File: config.mk
export PLATFORM = sky130hd
export DESIGN_NAME = dmem_bus_ctrl_flat
export DESIGN_NICKNAME = d
export VERILOG_FILES = /design/src/rtl/dmem_bus_ctrl_pkg.sv /design/src/rtl/dmem_bus_ctrl_if.sv /design/src/rtl/dmem_bus_ctrl.sv /design/src/flat_wrapper.sv
export SDC_FILE = /design/constraint.sdc
export NUM_CORES = 1
export LEC_CHECK = 0
export ABC_AREA = 0
export CAP_MARGIN = 20
export CORE_UTILIZATION = 35
export DETAILED_ROUTE_END_ITERATION = 8
export GPL_TIMING_DRIVEN = 0
export HOLD_SLACK_MARGIN = 0.02
export PLACE_DENSITY = 0.69
export SETUP_SLACK_MARGIN = 0.5
export SKIP_CTS_REPAIR_TIMING = 1
export SYNTH_ARGS = -nofsm -noshare
export SYNTH_HDL_FRONTEND = slang
export SYNTH_SLANG_ARGS = --single-unit
File: constraint.sdc
create_clock -name clk -period 2.55 [get_ports clk]
set_clock_uncertainty 0.15 [all_clocks]
set_input_delay 0.255 -clock clk [delete_from_list [all_inputs] [get_ports clk]]
set_output_delay 0.255 -clock clk [all_outputs]
set_load 0.1 [all_outputs]
File: src/rtl/dmem_bus_ctrl_pkg.sv
// -----------------------------------------------------------------------------
// dmem_pkg
// Shared types and constants for the data-memory bus controller.
//   state_t     : controller FSM state encoding (2 bits)
//   acc_kind_t  : access kind, ACC_LOAD / ACC_STORE
//   acc_kind()  : classifies an access from its byte write enables
//   DEF_TIMEOUT_CYCLES : default watchdog limit in REQ+WAIT_R cycles
// -----------------------------------------------------------------------------
package dmem_pkg;

    typedef enum logic [1:0] {
        IDLE   = 2'd0,
        REQ    = 2'd1,
        WAIT_R = 2'd2,
        DONE   = 2'd3
    } state_t;

    typedef enum logic {
        ACC_LOAD  = 1'b0,
        ACC_STORE = 1'b1
    } acc_kind_t;

    localparam int unsigned DEF_TIMEOUT_CYCLES = 255;

    // Any nonzero byte enable makes the access a store, whatever re says.
    function automatic acc_kind_t acc_kind(input logic [3:0] we);
        return (|we) ? ACC_STORE : ACC_LOAD;
    endfunction

endpackage

File: src/rtl/dmem_bus_ctrl_if.sv
// -----------------------------------------------------------------------------
// dmem_bus_ctrl_if
// Request/grant/rvalid bus between the data-memory controller and the slave.
//   req    : master -> slave, request valid; addr/we/wdata stable while high
//   addr   : master -> slave, word address
//   we     : master -> slave, byte write enables, 0 = read
//   wdata  : master -> slave, write data
//   gnt    : slave -> master, request accepted this cycle
//   rvalid : slave -> master, read data valid
//   rdata  : slave -> master, read data
//
// Handshake: a request transfers on a cycle where req && gnt. The master keeps
// req, addr, we and wdata unchanged until that cycle. For reads the slave
// returns exactly one rvalid pulse, no earlier than the cycle after the grant;
// rvalid has no ready and must be taken when offered.
// -----------------------------------------------------------------------------
interface dmem_bus_ctrl_if;

    logic        req;
    logic [31:0] addr;
    logic [3:0]  we;
    logic [31:0] wdata;
    logic        gnt;
    logic        rvalid;
    logic [31:0] rdata;

    modport master (
        output req, addr, we, wdata,
        input  gnt, rvalid, rdata
    );

    modport slave (
        input  req, addr, we, wdata,
        output gnt, rvalid, rdata
    );

endinterface

File: src/rtl/dmem_bus_ctrl.sv
// -----------------------------------------------------------------------------
// dmem_bus_ctrl
// Turns the core's single-cycle data-memory access into a req/gnt/rvalid bus
// transaction, stalling the core until it completes or the watchdog expires.
//
// Ports:
//   clk, rst      : clock, synchronous active-high reset
//   cpu_re_i      : load request
//   cpu_we_i      : byte write enables, nonzero = store
//   cpu_addr_i    : byte address
//   cpu_wdata_i   : store data
//   cpu_rdata_o   : load data, valid in DONE, held until the next DONE
//   cpu_stall_o   : core holds while high
//   cpu_err_o     : one-cycle pulse in DONE after a timeout
//   bus           : master side of dmem_bus_ctrl_if
//   dbg_state_o   : current FSM state
// -----------------------------------------------------------------------------
module dmem_bus_ctrl
    import dmem_pkg::*;
#(
    parameter int unsigned TIMEOUT_CYCLES = DEF_TIMEOUT_CYCLES,
    parameter int unsigned CNT_W          = 16
) (
    input  logic                   clk,
    input  logic                   rst,
    input  logic                   cpu_re_i,
    input  logic [3:0]             cpu_we_i,
    input  logic [31:0]            cpu_addr_i,
    input  logic [31:0]            cpu_wdata_i,
    output logic [31:0]            cpu_rdata_o,
    output logic                   cpu_stall_o,
    output logic                   cpu_err_o,
    dmem_bus_ctrl_if.master        bus,
    output state_t                 dbg_state_o
);

    // The counter holds the number of REQ+WAIT_R cycles already completed, so
    // a value of TIMEOUT_CYCLES-1 marks the last cycle the slave is allowed.
    localparam logic [CNT_W-1:0] CNT_LAST = CNT_W'(TIMEOUT_CYCLES - 1);
    localparam logic [CNT_W-1:0] CNT_MAX  = '1;

    state_t            state_q, state_d;
    logic [CNT_W-1:0]  cnt_q, cnt_d;
    logic [31:0]       addr_q, addr_d;
    logic [3:0]        we_q, we_d;
    logic [31:0]       wdata_q, wdata_d;
    logic [31:0]       rdata_q, rdata_d;
    logic              err_q, err_d;

    logic              acc;
    logic              is_store;
    logic              last_cycle;
    logic [CNT_W-1:0]  cnt_inc;

    // Byte lanes below the word boundary are dropped on the bus.
    logic              unused_addr_lsbs;
    assign unused_addr_lsbs = ^cpu_addr_i[1:0];

    assign acc        = cpu_re_i | (|cpu_we_i);
    assign is_store   = (acc_kind(we_q) == ACC_STORE);
    assign last_cycle = (cnt_q == CNT_LAST);
    assign cnt_inc    = (cnt_q == CNT_MAX) ? cnt_q : cnt_q + 1'b1;

    always_comb begin
        state_d = state_q;
        cnt_d   = cnt_q;
        addr_d  = addr_q;
        we_d    = we_q;
        wdata_d = wdata_q;
        rdata_d = rdata_q;
        err_d   = 1'b0;

        case (state_q)
            IDLE: begin
                if (acc) begin
                    state_d = REQ;
                    cnt_d   = '0;
                    addr_d  = {cpu_addr_i[31:2], 2'b00};
                    we_d    = cpu_we_i;
                    wdata_d = cpu_wdata_i;
                end
            end

            REQ: begin
                cnt_d = cnt_inc;
                // A store granted on its last allowed cycle has completed on
                // the bus, so it finishes cleanly. A load granted on its last
                // cycle has no time left for data and is aborted.
                if (bus.gnt && is_store) begin
                    state_d = DONE;
                end else if (last_cycle) begin
                    state_d = DONE;
                    err_d   = 1'b1;
                    if (!is_store) begin
                        rdata_d = '0;
                    end
                end else if (bus.gnt) begin
                    // rvalid in this same cycle is a protocol violation and
                    // is not looked at.
                    state_d = WAIT_R;
                end
            end

            WAIT_R: begin
                cnt_d = cnt_inc;
                if (bus.rvalid) begin
                    state_d = DONE;
                    rdata_d = bus.rdata;
                end else if (last_cycle) begin
                    state_d = DONE;
                    err_d   = 1'b1;
                    rdata_d = '0;
                end
            end

            DONE: begin
                // The core advances in DONE, so a still-high acc is a new
                // access and is picked up in the following IDLE cycle.
                state_d = IDLE;
            end

            default: begin
                state_d = IDLE;
            end
        endcase
    end

    always_ff @(posedge clk) begin
        if (rst) begin
            state_q <= IDLE;
            cnt_q   <= '0;
            addr_q  <= '0;
            we_q    <= '0;
            wdata_q <= '0;
            rdata_q <= '0;
            err_q   <= 1'b0;
        end else begin
            state_q <= state_d;
            cnt_q   <= cnt_d;
            addr_q  <= addr_d;
            we_q    <= we_d;
            wdata_q <= wdata_d;
            rdata_q <= rdata_d;
            err_q   <= err_d;
        end
    end

    assign bus.req     = (state_q == REQ);
    assign bus.addr    = addr_q;
    assign bus.we      = we_q;
    assign bus.wdata   = wdata_q;

    assign cpu_rdata_o = rdata_q;
    assign cpu_err_o   = err_q;
    assign cpu_stall_o = ((state_q == IDLE) && acc) ||
                         (state_q == REQ) || (state_q == WAIT_R);
    assign dbg_state_o = state_q;

endmodule

File: src/flat_wrapper.sv
// flat-port wrapper written by rule: the top's interface ports become plain ports
module dmem_bus_ctrl_flat import dmem_pkg::*;
#(
    parameter int unsigned TIMEOUT_CYCLES = DEF_TIMEOUT_CYCLES,
    parameter int unsigned CNT_W          = 16
)
  (clk, rst, cpu_re_i, cpu_we_i, cpu_addr_i, cpu_wdata_i, cpu_rdata_o, cpu_stall_o, cpu_err_o, dbg_state_o, bus_req, bus_addr, bus_we, bus_wdata, bus_gnt, bus_rvalid, bus_rdata);
  dmem_bus_ctrl_if bus_i ();
  input  logic clk;
  input  logic rst;
  input  logic cpu_re_i;
  input  logic [3:0] cpu_we_i;
  input  logic [31:0] cpu_addr_i;
  input  logic [31:0] cpu_wdata_i;
  output logic [31:0] cpu_rdata_o;
  output logic cpu_stall_o;
  output logic cpu_err_o;
  output state_t dbg_state_o;
  output wire logic [$bits(bus_i.req)-1:0] bus_req;
  output wire logic [$bits(bus_i.addr)-1:0] bus_addr;
  output wire logic [$bits(bus_i.we)-1:0] bus_we;
  output wire logic [$bits(bus_i.wdata)-1:0] bus_wdata;
  input wire logic [$bits(bus_i.gnt)-1:0] bus_gnt;
  input wire logic [$bits(bus_i.rvalid)-1:0] bus_rvalid;
  input wire logic [$bits(bus_i.rdata)-1:0] bus_rdata;
  assign bus_req = bus_i.req;
  assign bus_addr = bus_i.addr;
  assign bus_we = bus_i.we;
  assign bus_wdata = bus_i.wdata;
  assign bus_i.gnt = bus_gnt;
  assign bus_i.rvalid = bus_rvalid;
  assign bus_i.rdata = bus_rdata;
  dmem_bus_ctrl #(.TIMEOUT_CYCLES(TIMEOUT_CYCLES), .CNT_W(CNT_W)) u_core (.clk(clk), .rst(rst), .cpu_re_i(cpu_re_i), .cpu_we_i(cpu_we_i), .cpu_addr_i(cpu_addr_i), .cpu_wdata_i(cpu_wdata_i), .cpu_rdata_o(cpu_rdata_o), .cpu_stall_o(cpu_stall_o), .cpu_err_o(cpu_err_o), .bus(bus_i), .dbg_state_o(dbg_state_o));
endmodule
==> parameters.txt <==
Parameter                              Value

Power and ir drop
  Combinational Power Share    roughly half
  Sequential power share    around a quarter
  Internal power contribution    ~0.005 W
  Clock network fraction of total power    25.4%
  Net switching fraction of the power    between 40% and 50%
  VDD IR max    between 0.4 and 0.5 mV
  Leakage component of the power    4.70 nW
  Ratio of total power to cell area    ~1200 nW/um^2
  NetSw    0.00452 W

Worst setup path
  Setup CP Type    reg -> out
  Worst flop-to-flop path startpoint    u_core.cnt_q[0]
  Cell depth of the worst flop-to-flop path    8
  First element of the critical path    u_core.dbg_state_o[0]
  Arrival time at the worst endpoint    approximately 2 ns
  Max FO, Critical Path    10
  Req. time, crit path    2.14 ns
  End point of the critical path    cpu_stall_o
  Worst R2R Setup Slack    around 0.51 ns
  Crit. End Element    output pin
  Element type at the critical path start    register
  R2R Path End    u_core.dbg_state_o[1]

Finish
  Layout cells sized above 1    13.7%
  Area growth syn-to-layout    71.7%
  Cell area after layout    ~8300 um^2
  Fill cell count    ~1200
  Number of nets in the layout    between 900 and 1000

Routing
  Via-to-Cell Ratio    slightly below 5
  Total wirelength of the detailed-routed design    roughly 15000 um
  Antenna-violating nets left    0
  Final routed wire length divided by cell count    approximately 15 um
  Drt first pass iters    5
  Drt initial violations    210
  Via count    roughly 5000
  Residual DRC    0

Logic synthesis
  Cell count after synthesis    slightly below 600
  Share of the yosys chip area belonging to registers    about half
  Cell variety after synth    between 50 and 60
  Commonest register cell after synthesis    sky130_fd_sc_hd__dfxtp_1
  Leading post-synthesis cells by cell area    sky130_fd_sc_hd__dfxtp_1 (49%), sky130_fd_sc_hd__nand2_1 (11%), sky130_fd_sc_hd__a21oi_1 (7.3%)
  Top-count cell post-synth    sky130_fd_sc_hd__nand2_1
  Commonest cells in the synthesized netlist    sky130_fd_sc_hd__nand2_1 (136), sky130_fd_sc_hd__dfxtp_1 (117), sky130_fd_sc_hd__a21oi_1 (70)
  Synthesis-stage register bit count    117
  Proportion of synthesized flip-flops having asynchronous set or reset    0%
  Synthesis Warnings    0
  Number of enable flip-flop cells after synthesis    0
  Synth area leader    sky130_fd_sc_hd__dfxtp_1
  Per-instance average area after synthesis    about 8.3 um^2
  Post-synthesis cell area    4810 um^2
  Share of the synthesized area in the top cell type    around half

Global route
  Routing usage on met1    a little under a quarter
  Largest net degree at the start of global routing    17
  Total routing usage reported by global routing    between 20% and 30%
  First-pass GRT wire length    between 20000 and 25000 um
  Total congestion overflow    0
  Global routing met3 resource utilization    8.81%
  GR peak layer    met2
  Number of antenna violations at the first check in global routing    2
  Global Route met2 Usage    33.7%
  Via count of the first global-routing pass    approximately 4700

Timing
  Final number of max-transition violations    0
  Final Hold Slack    about 0.028 ns
  Final sum of negative setup slack    0 ns
  Endpoints failing hold    0
  Crit share post-route    between 90% and 100%
  Relative slew margins    31.7%
  Setup ws final    roughly 0.2 ns
  Unrepaired setup endpoints after global routing    yes
  Fmax    425 MHz
  Total of endpoints with negative setup slack in the final report    0
  Post-layout minimum cycle time    about 2.4 ns
  Transition at the pin with the smallest max-transition slack    about 1 ns

Min path
  Path class of the lowest-slack min-delay path    in -> reg
  Hold Path Depth    3

CTS
  CTS Root Cell    sky130_fd_sc_hd__clkbuf_16
  Clk_lat worst skew    just over 0.4 ns
  Sinks on Clock Net    ~120
  Maximum clock insertion buffer count    2
  Worst-path clk slew    approximately 0.050 ns
  Number of buffers inserted during clock tree synthesis    17
  Maximum level of the CTS H-tree    4
  CTS tree    built

Placed design
  Placement-stage cell area    7150 um^2
  Post-placement setup slack    -1.04 ns
  Number of port buffers    between 200 and 250
  Gpl congestion    0.825
  DPL Wire Length    10800 um

Floorplanning
  DIE WIDTH    roughly 120 um
  Overall die area    14200 um^2
  Effective utilization at floorplan    a little over a third
  FP Rows    42
  Core Box Area    roughly 13000 um^2
  Die H    about 120 um
  Boundary Pins    210

Status
  Outcome    completed

Job
  Max-cap violations    0
## per-stage QoR
| stage | cells | power, W | utilization, % |
|---|---|---|---|
| floorplan | 582 | 0.00590 | - |
| global placement | 962 | 0.00700 | 53.6 |
| detailed placement | 962 | 0.00707 | 53.6 |
| CTS | 994 | 0.00954 | 58.2 |
| global route | 1011 | 0.00997 | 61.9 |
| finish | 1011 | 0.00955 | 61.9 |
## power groups by stage
stage,combinational [W],sequential [W],clock [W]
3_5_place_dp,0.00466,0.00241,0
6_report,0.00475,0.00237,0.00243
5_1_grt,0.00496,0.00242,0.00258
3_3_place_gp,0.00461,0.00239,0
2_1_floorplan,0.00127,0.00463,0
4_1_cts,0.00467,0.00237,0.00249
## placed cells by master (no fill, tap or decap), types with 3 or more instances in the layout
cell	n
sky130_fd_sc_hd__a21o_1	3
sky130_fd_sc_hd__a21oi_1	70
sky130_fd_sc_hd__a22o_1	4
sky130_fd_sc_hd__a22oi_1	6
sky130_fd_sc_hd__a31oi_1	4
sky130_fd_sc_hd__buf_4	23
sky130_fd_sc_hd__buf_6	8
sky130_fd_sc_hd__bufinv_16	3
sky130_fd_sc_hd__clkbuf_1	14
sky130_fd_sc_hd__clkbuf_16	17
sky130_fd_sc_hd__clkbuf_2	10
sky130_fd_sc_hd__clkbuf_8	5
sky130_fd_sc_hd__clkdlybuf4s50_1	97
sky130_fd_sc_hd__clkinv_2	3
sky130_fd_sc_hd__clkinvlp_4	4
sky130_fd_sc_hd__dfxtp_1	106
sky130_fd_sc_hd__dfxtp_2	7
sky130_fd_sc_hd__dfxtp_4	4
sky130_fd_sc_hd__dlymetal6s2s_1	105
sky130_fd_sc_hd__ha_1	3
sky130_fd_sc_hd__ha_4	3
sky130_fd_sc_hd__nand2_1	136
sky130_fd_sc_hd__nand2b_1	36
sky130_fd_sc_hd__nand3_1	43
sky130_fd_sc_hd__nand3b_1	3
sky130_fd_sc_hd__nand4_1	4
sky130_fd_sc_hd__nor2_1	16
sky130_fd_sc_hd__nor2b_1	3
sky130_fd_sc_hd__o21ai_0	35
sky130_fd_sc_hd__o21ai_1	3
sky130_fd_sc_hd__o22ai_1	3
sky130_fd_sc_hd__or4b_1	3
## flip-flops by register name (all words and copies together) (netlist names)
signal	cells
u_core.bus.addr	30
u_core.cnt_q	16
u_core.cpu_rdata_o	32
u_core.cpu_err_o	1
u_core.dbg_state_o	2
u_core.bus.we	4
u_core.bus.wdata	32
## cells by family after synthesis
logic type               Yosys count  synth area share (%)
AND/OR/NAND/NOR                  265                  26.3
buffers and inverters             49                  5.85
adder cells (fa/ha/maj)            6                  1.56
AO/OA/AOI/OAI                    140                  16.9
multiplexers                       3                 0.650
other                              1                0.0779
flip-flops                       117                  48.6
## worst max-delay path: stages, from the launching register on
cell and delay (ns):
sky130_fd_sc_hd__dfxtp_4 0.39, sky130_fd_sc_hd__inv_4 0.05, sky130_fd_sc_hd__ha_4 0.15, sky130_fd_sc_hd__buf_8 0.13
sky130_fd_sc_hd__nor2b_1 0.14, sky130_fd_sc_hd__buf_6 0.11, sky130_fd_sc_hd__or3_4 0.37, sky130_fd_sc_hd__buf_12 0.18
## area by class of cell
type	count	area (um^2)	share of cell area [%]
buffer	45	308	3.72
multi-input combinational	416	2290	27.7
inverter	4	20.0	0.242
clock inverter	12	153	1.85
sequential	117	2370	28.6
clock buffer	20	467	5.65
antenna	2	5.00	0.0605
timing repair buffer	219	2430	29.5
tap	176	220	2.66
## worst min-delay path by stage
stage	slack, ns	endpoint	startpoint
after floorplan	0.24	u_core.cpu_rdata_o[0]	bus_rdata[0]
after global placement	0.29	u_core.bus.wdata[30]	u_core.bus.wdata[30]
after detailed placement	0.30	u_core.bus.addr[21]	u_core.bus.addr[21]
after CTS	0.03	u_core.cpu_rdata_o[18]	rst
after global routing	0.03	u_core.bus.we[3]	cpu_we_i[3]
final	0.03	u_core.bus.we[2]	cpu_we_i[2]
## routing by layer
| layer | up-vias | routed length [um] | part of all wire (%) |
|---|---|---|---|
| li1 | 2461 | - | - |
| met1 | 2297 | 6220 | 42 |
| met2 | 186 | 7270 | 49 |
| met3 | 6 | 1300 | 8.8 |
| met4 | 0 | 92 | 0.62 |
| met5 | - | 0 | 0 |
(Power assumes the default switching activity.)
